`config.mk`:
```
export PLATFORM = sky130hd
export DESIGN_NAME = shift_sequencer_flat
export DESIGN_NICKNAME = d
export VERILOG_FILES = /design/src/rtl/shift_sequencer_if.sv /design/src/rtl/shift_sequencer.sv /design/src/flat_wrapper.sv
export SDC_FILE = /design/constraint.sdc
export NUM_CORES = 1
export LEC_CHECK = 0
export CAP_MARGIN = 25
export CORE_AREA = 2 2 42 51
export CTS_BUF_LIST = sky130_fd_sc_hd__clkbuf_8
export DETAILED_ROUTE_END_ITERATION = 10
export DIE_AREA = 0 0 44 53
export HOLD_SLACK_MARGIN = 0.15
export PLACE_DENSITY = 0.7
export SLEW_MARGIN = 25
export SYNTH_ARGS = -nofsm -noshare
export SYNTH_HDL_FRONTEND = slang
export SYNTH_SLANG_ARGS = --single-unit
```
`constraint.sdc`:
```
create_clock -name clk -period 3.55 [get_ports clk]
set_input_delay 0.71 -clock clk [delete_from_list [all_inputs] [get_ports clk]]
set_output_delay 0.71 -clock clk [all_outputs]
set_load 0.01 [all_outputs]
```
`src/rtl/shift_sequencer_if.sv`:
```
// Handshake and serial-output bundle for shift_sequencer.
// Two requesters share one serialiser; the master side is the requester pair.
interface shift_sequencer_if #(
  parameter int WIDTH = 4
);
  logic             req0_valid;
  logic [WIDTH-1:0] req0_data;
  logic             req0_ready;
  logic             req1_valid;
  logic [WIDTH-1:0] req1_data;
  logic             req1_ready;
  logic             D0;
  logic             shift;
  logic             busy;
  logic             done;
  logic             done_id;

  modport master (
    output req0_valid, req0_data,
    output req1_valid, req1_data,
    input  req0_ready, req1_ready,
    input  D0, shift, busy, done, done_id
  );

  modport slave (
    input  req0_valid, req0_data,
    input  req1_valid, req1_data,
    output req0_ready, req1_ready,
    output D0, shift, busy, done, done_id
  );
endinterface

```
`src/rtl/shift_sequencer.sv`:
```
// Two-requester round-robin serialiser driving a shift register MSB first.
// One word in flight; a mandatory IDLE cycle separates consecutive words.
module shift_sequencer #(
  parameter int WIDTH = 4,
  parameter int CNT_W = 4
) (
  input logic          clk,
  input logic          reset,
  shift_sequencer_if.slave bus
);

  typedef enum logic [1:0] {
    IDLE  = 2'd0,
    SHIFT = 2'd1,
    HOLD  = 2'd2
  } state_t;

  state_t             state_q, state_d;
  logic [CNT_W-1:0]   cnt_q, cnt_d;
  logic [WIDTH-1:0]   buf_q, buf_d;
  logic               owner_q, owner_d;
  // last_q holds the requester served most recently; 1 favours requester 0
  logic               last_q, last_d;

  logic               gnt0, gnt1;
  logic [CNT_W-1:0]   bit_idx;
  logic               d0_bit;

  // round-robin grant among valid requesters, only offered in IDLE
  always_comb begin
    gnt0 = 1'b0;
    gnt1 = 1'b0;
    if (state_q == IDLE && !reset) begin
      gnt0 = bus.req0_valid &
             (!bus.req1_valid | last_q);
      gnt1 = bus.req1_valid &
             (!bus.req0_valid | !last_q);
    end
  end

  // next-state logic for the IDLE/SHIFT/HOLD sequencer
  always_comb begin
    state_d = state_q;
    cnt_d   = cnt_q;
    buf_d   = buf_q;
    owner_d = owner_q;
    last_d  = last_q;
    unique case (state_q)
      IDLE: begin
        if (gnt0 || gnt1) begin
          buf_d   = gnt1 ? bus.req1_data
                         : bus.req0_data;
          owner_d = gnt1;
          cnt_d   = '0;
          state_d = SHIFT;
        end
      end
      SHIFT: begin
        cnt_d = cnt_q + 1'b1;
        if (cnt_q == CNT_W'(WIDTH - 1))
          state_d = HOLD;
      end
      HOLD: begin
        last_d  = owner_q;
        state_d = IDLE;
      end
      default: begin
        state_d = IDLE;
      end
    endcase
  end

  // state registers; reset aborts any word in flight
  always_ff @(posedge clk or posedge reset) begin
    if (reset) begin
      state_q <= IDLE;
      cnt_q   <= '0;
      buf_q   <= '0;
      owner_q <= 1'b0;
      last_q  <= 1'b1;
    end else begin
      state_q <= state_d;
      cnt_q   <= cnt_d;
      buf_q   <= buf_d;
      owner_q <= owner_d;
      last_q  <= last_d;
    end
  end

  assign bit_idx = CNT_W'(WIDTH - 1) - cnt_q;

  // select the buffer bit for the current count, MSB first
  always_comb begin
    d0_bit = 1'b0;
    for (int i = 0; i < WIDTH; i++) begin
      if (bit_idx == CNT_W'(i))
        d0_bit = buf_q[i];
    end
  end

  assign bus.req0_ready = gnt0;
  assign bus.req1_ready = gnt1;
  assign bus.shift      = (state_q == SHIFT);
  assign bus.D0         = (state_q == SHIFT) & d0_bit;
  assign bus.busy       = (state_q == SHIFT) |
                          (state_q == HOLD);
  assign bus.done       = (state_q == HOLD);
  assign bus.done_id    = (state_q == HOLD) & owner_q;

endmodule

```
`src/flat_wrapper.sv`:
```
// flat-port wrapper written by rule: the top's interface ports become plain ports
module shift_sequencer_flat 
#(
  parameter int WIDTH = 4,
  parameter int CNT_W = 4
)
  (clk, reset, bus_req0_valid, bus_req0_data, bus_req1_valid, bus_req1_data, bus_req0_ready, bus_req1_ready, bus_D0, bus_shift, bus_busy, bus_done, bus_done_id);
  shift_sequencer_if #(.WIDTH(WIDTH)) bus_i ();
  input logic clk;
  input logic reset;
  input wire logic [$bits(bus_i.req0_valid)-1:0] bus_req0_valid;
  input wire logic [$bits(bus_i.req0_data)-1:0] bus_req0_data;
  input wire logic [$bits(bus_i.req1_valid)-1:0] bus_req1_valid;
  input wire logic [$bits(bus_i.req1_data)-1:0] bus_req1_data;
  output wire logic [$bits(bus_i.req0_ready)-1:0] bus_req0_ready;
  output wire logic [$bits(bus_i.req1_ready)-1:0] bus_req1_ready;
  output wire logic [$bits(bus_i.D0)-1:0] bus_D0;
  output wire logic [$bits(bus_i.shift)-1:0] bus_shift;
  output wire logic [$bits(bus_i.busy)-1:0] bus_busy;
  output wire logic [$bits(bus_i.done)-1:0] bus_done;
  output wire logic [$bits(bus_i.done_id)-1:0] bus_done_id;
  assign bus_i.req0_valid = bus_req0_valid;
  assign bus_i.req0_data = bus_req0_data;
  assign bus_i.req1_valid = bus_req1_valid;
  assign bus_i.req1_data = bus_req1_data;
  assign bus_req0_ready = bus_i.req0_ready;
  assign bus_req1_ready = bus_i.req1_ready;
  assign bus_D0 = bus_i.D0;
  assign bus_shift = bus_i.shift;
  assign bus_busy = bus_i.busy;
  assign bus_done = bus_i.done;
  assign bus_done_id = bus_i.done_id;
  shift_sequencer #(.WIDTH(WIDTH), .CNT_W(CNT_W)) u_core (.clk(clk), .reset(reset), .bus(bus_i));
endmodule
```
==> impl_table.tex <==
\begin{tabular}{lr}
\hline
Metric & Value \\
\hline
\multicolumn{2}{l}{\textbf{Global route}} \\
\quad Pin count of the biggest net entering global routing & 13 \\
\quad Busiest metal layer after global routing & met2 \\
\quad Met3 track utilization from global routing & 3.07\% \\
\quad Number of antenna violations at the first check in global routing & 0 \\
\quad Met2 track demand over resource & 28.4\% \\
\quad Final global-route overflow total & 0 \\
\quad Met1 routing resource usage after global routing & 20.1\% \\
\quad Number of global-route vias before repair & 673 \\
\quad Global-route usage over all layers & 16.5\% \\
\quad Global-route wire length before repair & 2860 µm \\
\multicolumn{2}{l}{\textbf{Worst hold path}} \\
\quad Hold/Removal Path Class & register to register \\
\quad Cell depth of the worst hold path & 2 \\
\quad Min-delay src & u\_core.buf\_q[3]\$\_DFFE\_PP0P\_ \\
\quad End of the worst hold path & u\_core.buf\_q[3]\$\_DFFE\_PP0P\_ \\
\multicolumn{2}{l}{\textbf{Layout}} \\
\quad Number of nets in the final layout & $\sim$120 \\
\quad Share of cells above drive strength 1 & roughly a tenth \\
\quad Highest-count cells in the layout ignoring fill and taps & sky130\_fd\_sc\_hd\_\_clkdlybuf4s50\_1, sky130\_fd\_sc\_hd\_\_dfrtp\_1, sky130\_fd\_sc\_hd\_\_o21ai\_0, sky130\_fd\_sc\_hd\_\_inv\_1, sky130\_fd\_sc\_hd\_\_ha\_1 \\
\quad Leading cell type in the layout, fill and taps excluded & sky130\_fd\_sc\_hd\_\_clkdlybuf4s50\_1 \\
\quad Layout area overhead & 30.4\% \\
\quad ANT cells & 0 \\
\multicolumn{2}{l}{\textbf{CTS}} \\
\quad CTS tree & yes \\
\quad Cts repair resizes & 0 \\
\quad H-tree depth reported by CTS & 1 \\
\quad Clock latency at the later pin of the worst-skew pair & 240 ps \\
\quad Buffer depth of the longest clock path & 2 \\
\quad Cts bufs inserted & 3 \\
\quad CTS clock-pin slew for the worst setup and hold paths & 50 ps \\
\quad Post-CTS Setup Bufs & 0 \\
\quad Clock Sinks & 12 \\
\quad Hold-fix buffers at CTS & 0 \\
\quad Root Driver & sky130\_fd\_sc\_hd\_\_clkbuf\_8 \\
\multicolumn{2}{l}{\textbf{STA}} \\
\quad Skew final & 6.38 ps \\
\quad RSZ-0062 raised after global routing & no \\
\quad Max-slew headroom at the worst pin & 68.4\% \\
\quad Clock period minus worst slack & 2890 ps \\
\quad Total negative slack & 0 ps \\
\quad Period Utilization, post-route & a little over 80\% \\
\quad Hold slack final & 508 ps \\
\quad Total setup violations reported at the end of the flow & 0 \\
\quad Number of hold violations in the final report & 0 \\
\quad Worst Tran Pin Value & 474 ps \\
\quad Max-slew violation count & 0 \\
\quad Highest attainable clock frequency & 0.346 GHz \\
\multicolumn{2}{l}{\textbf{Routing}} \\
\quad Routed wirelength normalized by instance count & 13.1 µm \\
\quad Detailed Routing Iterations Pass 1 & 4 \\
\quad Vias & 661 \\
\quad Routed Antenna Nets & 0 \\
\quad Routed wire length & 1560 µm \\
\quad Detailed-route vias per instance & around 5.6 \\
\quad DRC viols & 0 \\
\quad Number of DRC markers in iteration 0 & 6 \\
\multicolumn{2}{l}{\textbf{Synthesis}} \\
\quad Synthesized area & 786 µm² \\
\quad Flip-flop and latch count after synthesis & 12 \\
\quad Syn avg cell area & about 9.8 µm² \\
\quad Ys async rst share & 100\% \\
\quad Top area cells in the synthesized netlist & sky130\_fd\_sc\_hd\_\_dfrtp\_1, sky130\_fd\_sc\_hd\_\_ha\_1, sky130\_fd\_sc\_hd\_\_o21ai\_0 \\
\quad Sequential element share of the synthesized area & 38.4\% \\
\quad Post-synthesis cell type with the largest combined area & sky130\_fd\_sc\_hd\_\_dfrtp\_1 \\
\quad Count of yosys warnings during synthesis & 0 \\
\quad Nets in the synthesized netlist & 100 \\
\quad Primary FF master, synth & sky130\_fd\_sc\_hd\_\_dfrtp\_1 \\
\quad Number of enable flip-flop cells after synthesis & 0 \\
\quad Synth unique cells & 33 \\
\quad Number of instances in the synthesized netlist & 80 \\
\quad Top cell type's share of synthesized area & 35.0\% \\
\multicolumn{2}{l}{\textbf{Floorplanning}} \\
\quad Number of cell rows & 17 \\
\quad Initial cell density of the core & 43.0\% \\
\quad Width of the die & 44 µm \\
\quad Core area & approximately 1800 µm² \\
\quad Height of the die & 53 µm \\
\quad Area of the die & $\sim$2300 µm² \\
\quad Boundary pin count & 19 \\
\multicolumn{2}{l}{\textbf{Worst setup path}} \\
\quad Number of cell instances on the worst register-to-register path & 5 \\
\quad Crit. Startpoint & bus\_req1\_valid \\
\quad Worst EP arrival & 2180 ps \\
\quad Worst setup EP type & primary output \\
\quad RR Startpoint & u\_core.state\_q[0]\$\_DFFE\_PP0P\_ \\
\quad Kind of critical path & input port to primary output \\
\quad Crit path max fanout & 6 \\
\quad WP data required & approximately 2800 ps \\
\quad Setup slack, reg-to-reg & 1830 ps \\
\quad Critical Path Source Type & input port \\
\quad Reg-to-reg critical path endpoint & u\_core.cnt\_q[2]\$\_DFFE\_PP0P\_ \\
\multicolumn{2}{l}{\textbf{Power and ir drop}} \\
\quad Part of the total power dissipated in combinational logic & between 50 and 60\% \\
\quad Int Power & $\sim$0.5 mW \\
\quad P\_sw & slightly above 0.3 mW \\
\quad Total power consumption of the routed design & 0.813 mW \\
\quad Pleak & 0.473 nW \\
\quad Cell Pwr Density & 793 nW/µm² \\
\quad Sw frac & 38.4\% \\
\quad Power share of the clock group & about 16\% \\
\quad VDD IR max & between 0.4 and 0.5 mV \\
\quad Share of power burned in registers & 32.9\% \\
\multicolumn{2}{l}{\textbf{Outcome}} \\
\quad Status & finished clean \\
\multicolumn{2}{l}{\textbf{Placement}} \\
\quad Number of I/O port buffers & 18 \\
\quad Placer Congestion & 0.746 \\
\quad Detailed placer's ending HPWL & 1270 µm \\
\multicolumn{2}{l}{\textbf{Flow run}} \\
\quad Max cap viols & 0 \\
\hline
\end{tabular}
-- how the worst max path moves through the flow --
stage                          end  slack [ps]  cells past startpoint
floorplan           bus_req1_ready        1610                      3
global placement    bus_req1_ready         680                      4
detailed placement  bus_req1_ready         650                      4
CTS                 bus_req1_ready         650                      4
global route        bus_req1_ready         610                      4
finish              bus_req1_ready         660                      4
-- metal layers --
layer | vias to the layer above | part of all wire [%]
met3 | 2 | 2.6
li1 | 325 | -
met2 | 12 | 51
met4 | 0 | 0.26
met1 | 322 | 46
met5 | - | 0
-- through the flow --
stage	utilization, %	worst slack [ps]	cell area (µm²)	cells
2_1_floorplan	-	1610	786	80
3_3_place_gp	53.6	675	980	115
3_5_place_dp	53.6	652	980	115
4_1_cts	56.0	651	1020	119
5_1_grt	56.0	608	1020	119
6_report	56.0	659	1020	119
-- Yosys cell counts, drive strengths merged (2+ instances only) --
master	count
nand2	4
a211o	2
nor2	6
ha	8
inv	7
and3	2
nand2b	2
o21ai	10
a21oi	2
nor2b	2
mux2i	4
dfrtp	11
a211oi	2
mux2	2
-- critical path, cell delays in order --
cell and delay [ps]:
sky130_fd_sc_hd__clkdlybuf4s50_1 530, sky130_fd_sc_hd__a21bo_2 300, sky130_fd_sc_hd__nor2_1 100, sky130_fd_sc_hd__clkdlybuf4s50_1 540
-- power groups by stage --
stage | Sequential [mW] | Clock, mW | Combinational (mW)
3_3_place_gp | 0.266 | 0 | 0.408
4_1_cts | 0.268 | 0.129 | 0.424
3_5_place_dp | 0.270 | 0 | 0.423
6_report | 0.267 | 0.126 | 0.419
5_1_grt | 0.280 | 0.135 | 0.479
2_1_floorplan | 0.251 | 0 | 0.300
-- logic make-up after synthesis --
kind of cell               count (synthesis)  share of synthesized area, %
AOI/OAI and AO/OA                         25                          22.5
adders and majority gates                  8                          12.7
buffers and inverters                      9                          4.62
DFF                                       12                          38.4
muxes                                      6                          7.96
and+or+nand+nor                           20                          13.9
-- registers in the layout, summed over array words and instances (netlist names) --
register and cells:
u_core.state_q 2, u_core.last_q 1, u_core.cnt_q 4, u_core.buf_q 4, u_core.owner_q 1
-- area by class of cell --
cell class / count / area (µm²)
well taps: 19 / 23.8
inverters: 7 / 26.3
clock inverters: 1 / 3.75
multi-input cells: 59 / 448
clock buffers: 3 / 41.3
fillers: 173 / 805
repair buffers: 18 / 180
flip-flops and latches: 12 / 302
Note: power is estimated with default switching activity, not from simulation.
